File: src/rtl/cache_mem_arbiter_pkg.sv
// Shared types for the next-level memory arbiter: request/response structs and arbiter enums.
package cache_mem_arbiter_pkg;

   localparam int unsigned MEM_ADDR_W = 32;
   localparam int unsigned MEM_LINE_W = 128;

   typedef struct packed {
      logic [MEM_ADDR_W-1:0] addr;
      logic [MEM_LINE_W-1:0] data;
      logic                  rw;
      logic                  valid;
   } mem_req_type;

   typedef struct packed {
      logic [MEM_LINE_W-1:0] data;
      logic                  ready;
   } mem_data_type;

   typedef enum logic {ARB_IDLE, ARB_BUSY} arb_state_type;
   typedef enum logic {OWN_I, OWN_D} arb_owner_type;

endpackage

File: src/rtl/arb_rr2.sv
// Two-way combinational picker; index 0 = I, 1 = D. One-hot grant.
module arb_rr2 (
   input  logic [1:0] req_i,
   input  logic       rr_ptr_i,
   input  logic       fixed_prio_i,
   output logic [1:0] gnt_o
);

   always_comb begin
      gnt_o = req_i;
      // Contention: fixed priority favours D, otherwise the pointer decides.
      if (req_i == 2'b11) begin
         gnt_o = (fixed_prio_i || rr_ptr_i) ? 2'b10 : 2'b01;
      end
   end

endmodule

File: src/rtl/cache_mem_arbiter.sv
// Shares the next-level memory port between the I-cache and D-cache FSMs,
// one registered transaction at a time.
module cache_mem_arbiter
   import cache_mem_arbiter_pkg::*;
#(
   parameter int unsigned ADDR_W     = 32,
   parameter int unsigned LINE_W     = 128,
   parameter bit          FIXED_PRIO = 1'b0,
   parameter int unsigned CNT_W      = 32
) (
   input  logic             clk_i,
   input  logic             rst_ni,
   input  mem_req_type      i_req_i,
   output mem_data_type     i_res_o,
   input  mem_req_type      d_req_i,
   output mem_data_type     d_res_o,
   output mem_req_type      mem_req_o,
   input  mem_data_type     mem_res_i,
   output logic             busy_o,
   output logic             owner_o,
   output logic [CNT_W-1:0] no_grant_i_o,
   output logic [CNT_W-1:0] no_grant_d_o
);

   arb_state_type    state_q, state_d;
   arb_owner_type    owner_q, owner_d;
   logic             rr_ptr_q, rr_ptr_d;
   logic [ADDR_W-1:0] addr_q, addr_d;
   logic [LINE_W-1:0] data_q, data_d;
   logic             rw_q, rw_d;
   logic [CNT_W-1:0] cnt_i_q, cnt_i_d;
   logic [CNT_W-1:0] cnt_d_q, cnt_d_d;
   logic [1:0]       gnt;
   mem_req_type      win_req;

   arb_rr2 u_arb_rr2 (
      .req_i        ({d_req_i.valid, i_req_i.valid}),
      .rr_ptr_i     (rr_ptr_q),
      .fixed_prio_i (FIXED_PRIO),
      .gnt_o        (gnt)
   );

   assign win_req = gnt[1] ? d_req_i : i_req_i;

   always_comb begin
      state_d  = state_q;
      owner_d  = owner_q;
      rr_ptr_d = rr_ptr_q;
      addr_d   = addr_q;
      data_d   = data_q;
      rw_d     = rw_q;
      cnt_i_d  = cnt_i_q;
      cnt_d_d  = cnt_d_q;
      unique case (state_q)
         ARB_IDLE: begin
            if (gnt != 2'b00) begin
               state_d = ARB_BUSY;
               owner_d = gnt[1] ? OWN_D : OWN_I;
               addr_d  = win_req.addr;
               data_d  = win_req.data;
               rw_d    = win_req.rw;
               if (gnt[1]) cnt_d_d = cnt_d_q + CNT_W'(1);
               else        cnt_i_d = cnt_i_q + CNT_W'(1);
               // Pointer hands priority to whichever side lost this round.
               if (!FIXED_PRIO) rr_ptr_d = gnt[0];
            end
         end
         ARB_BUSY: begin
            if (mem_res_i.ready) state_d = ARB_IDLE;
         end
         default: state_d = ARB_IDLE;
      endcase
   end

   always_ff @(posedge clk_i or negedge rst_ni) begin
      if (!rst_ni) begin
         state_q  <= ARB_IDLE;
         owner_q  <= OWN_I;
         rr_ptr_q <= 1'b0;
         addr_q   <= '0;
         data_q   <= '0;
         rw_q     <= 1'b0;
         cnt_i_q  <= '0;
         cnt_d_q  <= '0;
      end else begin
         state_q  <= state_d;
         owner_q  <= owner_d;
         rr_ptr_q <= rr_ptr_d;
         addr_q   <= addr_d;
         data_q   <= data_d;
         rw_q     <= rw_d;
         cnt_i_q  <= cnt_i_d;
         cnt_d_q  <= cnt_d_d;
      end
   end

   always_comb begin
      mem_req_o = '0;
      i_res_o   = '0;
      d_res_o   = '0;
      if (state_q == ARB_BUSY) begin
         mem_req_o.addr  = addr_q;
         mem_req_o.data  = data_q;
         mem_req_o.rw    = rw_q;
         mem_req_o.valid = 1'b1;
         if (owner_q == OWN_D) d_res_o = mem_res_i;
         else                  i_res_o = mem_res_i;
      end
   end

   assign busy_o       = (state_q == ARB_BUSY);
   assign owner_o      = (owner_q == OWN_D);
   assign no_grant_i_o = cnt_i_q;
   assign no_grant_d_o = cnt_d_q;

endmodule

File: config.mk
export PLATFORM = sky130hd
export DESIGN_NAME = cache_mem_arbiter
export DESIGN_NICKNAME = d
export VERILOG_FILES = /design/src/rtl/cache_mem_arbiter_pkg.sv /design/src/rtl/arb_rr2.sv /design/src/rtl/cache_mem_arbiter.sv
export SDC_FILE = /design/constraint.sdc
export NUM_CORES = 1
export LEC_CHECK = 0
export CAP_MARGIN = 5
export CORE_AREA = 2 2 361 363
export CTS_CLUSTER_DIAMETER = 100
export DETAILED_ROUTE_END_ITERATION = 10
export DIE_AREA = 0 0 363 365
export SYNTH_ARGS = -nofsm -noshare
export SYNTH_HDL_FRONTEND = slang
export SYNTH_HIERARCHICAL = 1
export SYNTH_SLANG_ARGS = --single-unit
File: constraint.sdc
create_clock -name clk_i -period 2.05 [get_ports clk_i]
set_input_delay 0.3075 -clock clk_i [delete_from_list [all_inputs] [get_ports clk_i]]
set_output_delay 0.3075 -clock clk_i [all_outputs]
set_load 0.05 [all_outputs]
Yosys cells after proc, flatten, opt, wreduce, memory -nomap -nowiden
Index checks and enable logic that the tools add are counted.

Reductions and logical operators: 4. Eq/ne operators: 1. $add $sub $neg: 2. Bitwise operators: 2. Multiplexer cells: 12.

Operators with widths (count): 2-to-1 mux 129 bit (4); 2-to-1 mux 162 bit (2); adder 32 x 1 -> 32 bit (second input constant) (2); AND reduction 3 bit (2); 2-to-1 mux 2 bit (2); 2-to-1 mux 1 bit (3); == test 2 bit (second input constant) (1); NOT 1 bit (2); one-hot mux 1 bit (2 select lines) (1); AND reduction 2 bit (1); nonzero test 2 bit (1).

Word-level logic and storage cells: 29. Bits in registers: 228.

Depth between registers and ports, before layout
Word-level depth: 5. Mapped depth: 8.

By module
Netlist, hierarchy kept.

By module, submodules not included: cache_mem_arbiter (cells an instance 1650, area an instance 14023.4 um^2, instances 1); arb_rr2 (cells an instance 4, area an instance 22.5 um^2, instances 1).

Worst setup path after synthesis
OpenSTA, ideal clock, no wires.

Kind: reg2out. Start: reg state_q, in the netlist busy_o. End: out i_res_o[118] (netlist name). Required time: 1.742 ns. Setup slack: -0.386 ns. Stages on the path, launching flop included: 7. Data arrival time: 2.129 ns. Cell sequence: dfrtp_1 > buf_2 > buf_2 > nor2b_1 > clkbuf_1 > clkbuf_1 > and2_1.

RTL lines: start, declared (RTL line cache_mem_arbiter.sv:25) `arb_state_type state_q, state_d;`; start signal, assigned (RTL line cache_mem_arbiter.sv:86) `state_q <= state_d;`; end, declared (RTL line cache_mem_arbiter.sv:14) `output mem_data_type i_res_o,`.

==> metrics list <==
* Hold Fails Final Rpt: 0
- Setup repair after global routing could not meet its margin everywhere.
- Via count: 16.33k
- Global route overflow: 0
- Most used flip-flop cell after synthesis: sky130_fd_sc_hd__dfrtp_1
* Worst Path Class, Setup: reg2out
- Each instance of the synthesized netlist takes up on average 8.492 um^2.
* Clk pin slew, worst setup/hold paths: 60 ps
- Combinational group share of total power: between 60% and 70%
- Entering global routing, the biggest net connects 71 pins.
- Post-synthesis sequential element count: around 230
- Buffer type at the clock tree root: sky130_fd_sc_hd__clkbuf_16
* Area of the mapped netlist: 14050 um^2
- Iteration count of the initial detailed-routing pass: 5
* Max Clk Rate: 431.8 MHz
- The count of cells in the finished layout, fillers not included, comes to between 4k and 5k.
- Via count of the first global-routing pass: approximately 16k
- From bottom edge to top edge, the die measures approximately 370 um.
- Sequential share of power: 17.7%
- GRT Max-Usage Layer: met2
* Core Footprint: 128700 um^2
- Overall Global Routing Usage: 16.79%
- Netlist cell types: 41
- Register area share after synthesis: 40.62%
- In the post-route analysis, the smallest setup slack over all paths is -266.1 ps.
- Arrival @ worst endpoint: 2010 ps
* Max Transition Viols Final: 0
- Remaining max-slew budget at the tightest pin: 59.82%
- Buffers inserted during clock tree synthesis total 29.
- Post-Place Cells: approximately 4.2k
- Of all cell types, the one taking the most synthesized area is sky130_fd_sc_hd__dfrtp_1.
- STA classifies the critical path endpoint as an output port.
- Compared with the post-synthesis result, the final layout area differs by 132.9%.
* Sw Pwr: 17160 uW
* Routed via count divided by cell count: 3.795
- Yosys mapped a number of flops with a built-in enable equal to 0.
- The number of antenna violations at the first check in global routing is 86.
* GR Util met2: approximately a third
- Die width: ~360 um
* Leakage power summed over all cells: around 0.014 uW
* Maximum buffer depth of the clock tree: 3
- Pwr/cell area: 1149 nW/um^2
- Worst Clk Skew: 16.71 ps
* Number of max-capacitance violations reported: 0
- At the worst endpoint, the required time is 1740 ps.
- Min Hold Slack: between 200 and 300 ps
- Port-buffer cells: 940
- Share of the synthesized area in the top cell type: slightly above 40%
- RD Place Congestion: just over 0.9
* Failing checks: negative setup slack
- The run finished, with violations left.
- The routed design could run at a clock period as short as between 2000 and 2500 ps.
- For the worst-skew pair, the clock arrives at the later sink with an insertion delay of 610 ps.
- The floorplan has 132 rows.
- Clock tree from TritonCTS: yes
* Min-Delay Path Class: in2async
- Total internal power: 20420 uW
* VDD IR-drop max: 0.6157 mV
- Wires add up to 117200 um.
* Share of cells above drive strength 1: between 30 and 40%
* Sw frac: 45.65%
* Count of filler cells inserted in the layout: 13.57k
- Detailed placer's ending HPWL: 101700 um
- Of all nets on the critical path, the largest fanout is 9.
- Boundary Pins: 941
- In the post-synthesis netlist, the biggest area contributors are sky130_fd_sc_hd__dfrtp_1 41%, sky130_fd_sc_hd__and2_1 13%, sky130_fd_sc_hd__and3b_1 10%.
- Met1 track demand over resource in global routing: 18.57%
- For the pin with the worst max-slew slack, the measured transition is between 500 and 600 ps.
- Count of yosys warnings during synthesis: 6
- Once the floorplan was initialized, standard cells occupied between 10% and 20% of the core.
* Share of the cycle needed by the critical path after routing: 113.0%
- DRC violations left: 0
* Number of nets in the layout: 3048
* Average wire per standard cell: 27.22 um
- Clock group share of total power: 14.1%
- Initial DRC count: roughly 860
- In the synthesized netlist the async set-or-reset flop fraction comes to 100.0%.
- Clock tree synthesis found a total of about 230 sinks.
- Count of antenna-violating nets left after detailed routing: 0
- Global routing consumed, on the met3 layer, under 10% of the routing resources.
* Maximum level of the CTS H-tree: 1
- Sort of element at the start of the critical path: register
* First-pass GRT wire length: 150400 um
- After technology mapping, the gate count stands at 1654.
- Die area: 132500 um^2
* Number of setup violations in the final report: 490
## critical path, cell delays in order (launching register included)
cell and delay (ps):
sky130_fd_sc_hd__dfrtp_4 540, sky130_fd_sc_hd__buf_12 200, sky130_fd_sc_hd__bufbuf_16 290, sky130_fd_sc_hd__and3_2 210
sky130_fd_sc_hd__buf_12 150
## stage by stage
step	util (%)	TNS [ps]	setup WS, ps	area, um^2	total power, uW
after floorplan	-	-60.90	-3.807	14900	18280
after global placement	24.24	-76510	-603.6	31190	31910
after detailed placement	24.24	-79550	-603.9	31190	32080
after CTS	25.29	-122580	-330.0	32530	38050
after global routing	25.41	-137200	-351.2	32700	39180
final	25.42	-80970	-266.1	32710	37580
## power by group through the flow
| stage | clock network, uW | logic [uW] | registers (uW) |
|---|---|---|---|
| 2_1_floorplan | 0 | 11600 | 6700 |
| 3_3_place_gp | 0 | 25200 | 6710 |
| 3_5_place_dp | 0 | 25300 | 6770 |
| 4_1_cts | 5510 | 25900 | 6670 |
| 5_1_grt | 5670 | 26700 | 6850 |
| 6_report | 5280 | 25600 | 6660 |
## cell usage after synthesis (6+ instances only)
cell / instances
sky130_fd_sc_hd__a21oi_1: 162
sky130_fd_sc_hd__and2_1: 294
sky130_fd_sc_hd__and3_1: 138
sky130_fd_sc_hd__and3b_1: 161
sky130_fd_sc_hd__and4_1: 6
sky130_fd_sc_hd__buf_1: 8
sky130_fd_sc_hd__buf_2: 10
sky130_fd_sc_hd__clkbuf_1: 134
sky130_fd_sc_hd__dfrtp_1: 228
sky130_fd_sc_hd__nand2_1: 188
sky130_fd_sc_hd__nand3_1: 27
sky130_fd_sc_hd__nand4_1: 16
sky130_fd_sc_hd__nor2_1: 9
sky130_fd_sc_hd__nor3_1: 10
sky130_fd_sc_hd__nor4_2: 8
sky130_fd_sc_hd__o21ai_0: 161
sky130_fd_sc_hd__xnor2_1: 40
sky130_fd_sc_hd__xor2_1: 22
## sequential cells by signal, indices dropped and copies added, names as in the netlist
signal        cells
busy_o            1
owner_o           1
data_q          128
addr_q           32
no_grant_d_o     32
rw_q              1
no_grant_i_o     32
rr_ptr_q          1
## final timing paths
check / from / endpoint / slack (ps) / cells past startpoint
max: busy_o$_DFF_PN0_ / d_res_o[86] / -270 / 4
min: rst_ni / data_q[80]$_DFFE_PN0P_ / 260 / 2
max reg2reg: rr_ptr_q$_DFFE_PN0P_ / no_grant_i_o[31]$_DFFE_PN0P_ / -120 / 7
min reg2reg: data_q[10]$_DFFE_PN0P_ / data_q[10]$_DFFE_PN0P_ / 470 / 2
max in group asynchronous: rst_ni / data_q[17]$_DFFE_PN0P_ / 1110 / 3
min in group clk_i: d_req_i[83] / data_q[81]$_DFFE_PN0P_ / 340 / 3
## repair_timing
item	CTS	global route
setup buffers	4	2
cloned	5	2
endpoints found under the setup margin	592	622
pin swaps	14	42
hold endpoints to repair	47	0
hold buffers	1	0
gates resized for setup	53	26
## layout by cell type, fill, tap and decap left out, drive strengths merged, types with 2 or more instances in the layout
master | netlist | final
nand2 | 189 | 189
nor2 | 9 | 9
and4 | 6 | 6
xnor2 | 40 | 40
bufinv | 0 | 2
nor4 | 11 | 11
bufbuf | 0 | 3
xor2 | 22 | 22
a21oi | 162 | 162
and3b | 161 | 161
buf | 21 | 546
nand3 | 27 | 27
nor3 | 10 | 10
diode | 0 | 16
nand2b | 2 | 2
o21ai | 162 | 162
clkinvlp | 0 | 4
clkdlybuf4s50 | 0 | 506
clkinv | 0 | 6
and2 | 294 | 294
conb | 1 | 2
nand4 | 19 | 19
inv | 5 | 12
ha | 2 | 2
clkbuf | 134 | 36
dfrtp | 228 | 228
and3 | 138 | 138
## logic make-up (layout without fill, tap and decap cells)
group | count (synthesis) | after routing | share of synthesized area [%]
compound gates | 326 | 326 | 11.65
flops | 228 | 228 | 40.62
fa+ha+maj | 2 | 2 | 0.1781
xor+xnor | 62 | 62 | 3.866
mux | 1 | 1 | 0.08017
simple gates | 874 | 874 | 39.11
buf+inv | 160 | 1118 | 4.472
other cells | 1 | 18 | 0.02670
## layout make-up
cell class / count / area (um^2) / share of cell area, %
antenna: 16 / 40.04 / 0.1224
clock buffer: 34 / 754.5 / 2.307
clock inverter: 19 / 203.9 / 0.6235
multi-input combinational: 1267 / 8685 / 26.55
sequential: 228 / 5713 / 17.47
timing repair buffer: 1060 / 15200 / 46.47
inverter: 5 / 18.77 / 0.05738
tap: 1675 / 2096 / 6.407
## per-layer routing
layer | vias up | part of all wire [%]
met5 | - | 0.062
met4 | 10 | 3.7
met3 | 204 | 5.7
met2 | 737 | 53
met1 | 7830 | 37
li1 | 7551 | -
No activity file was read; power rests on OpenSTA's default activity.
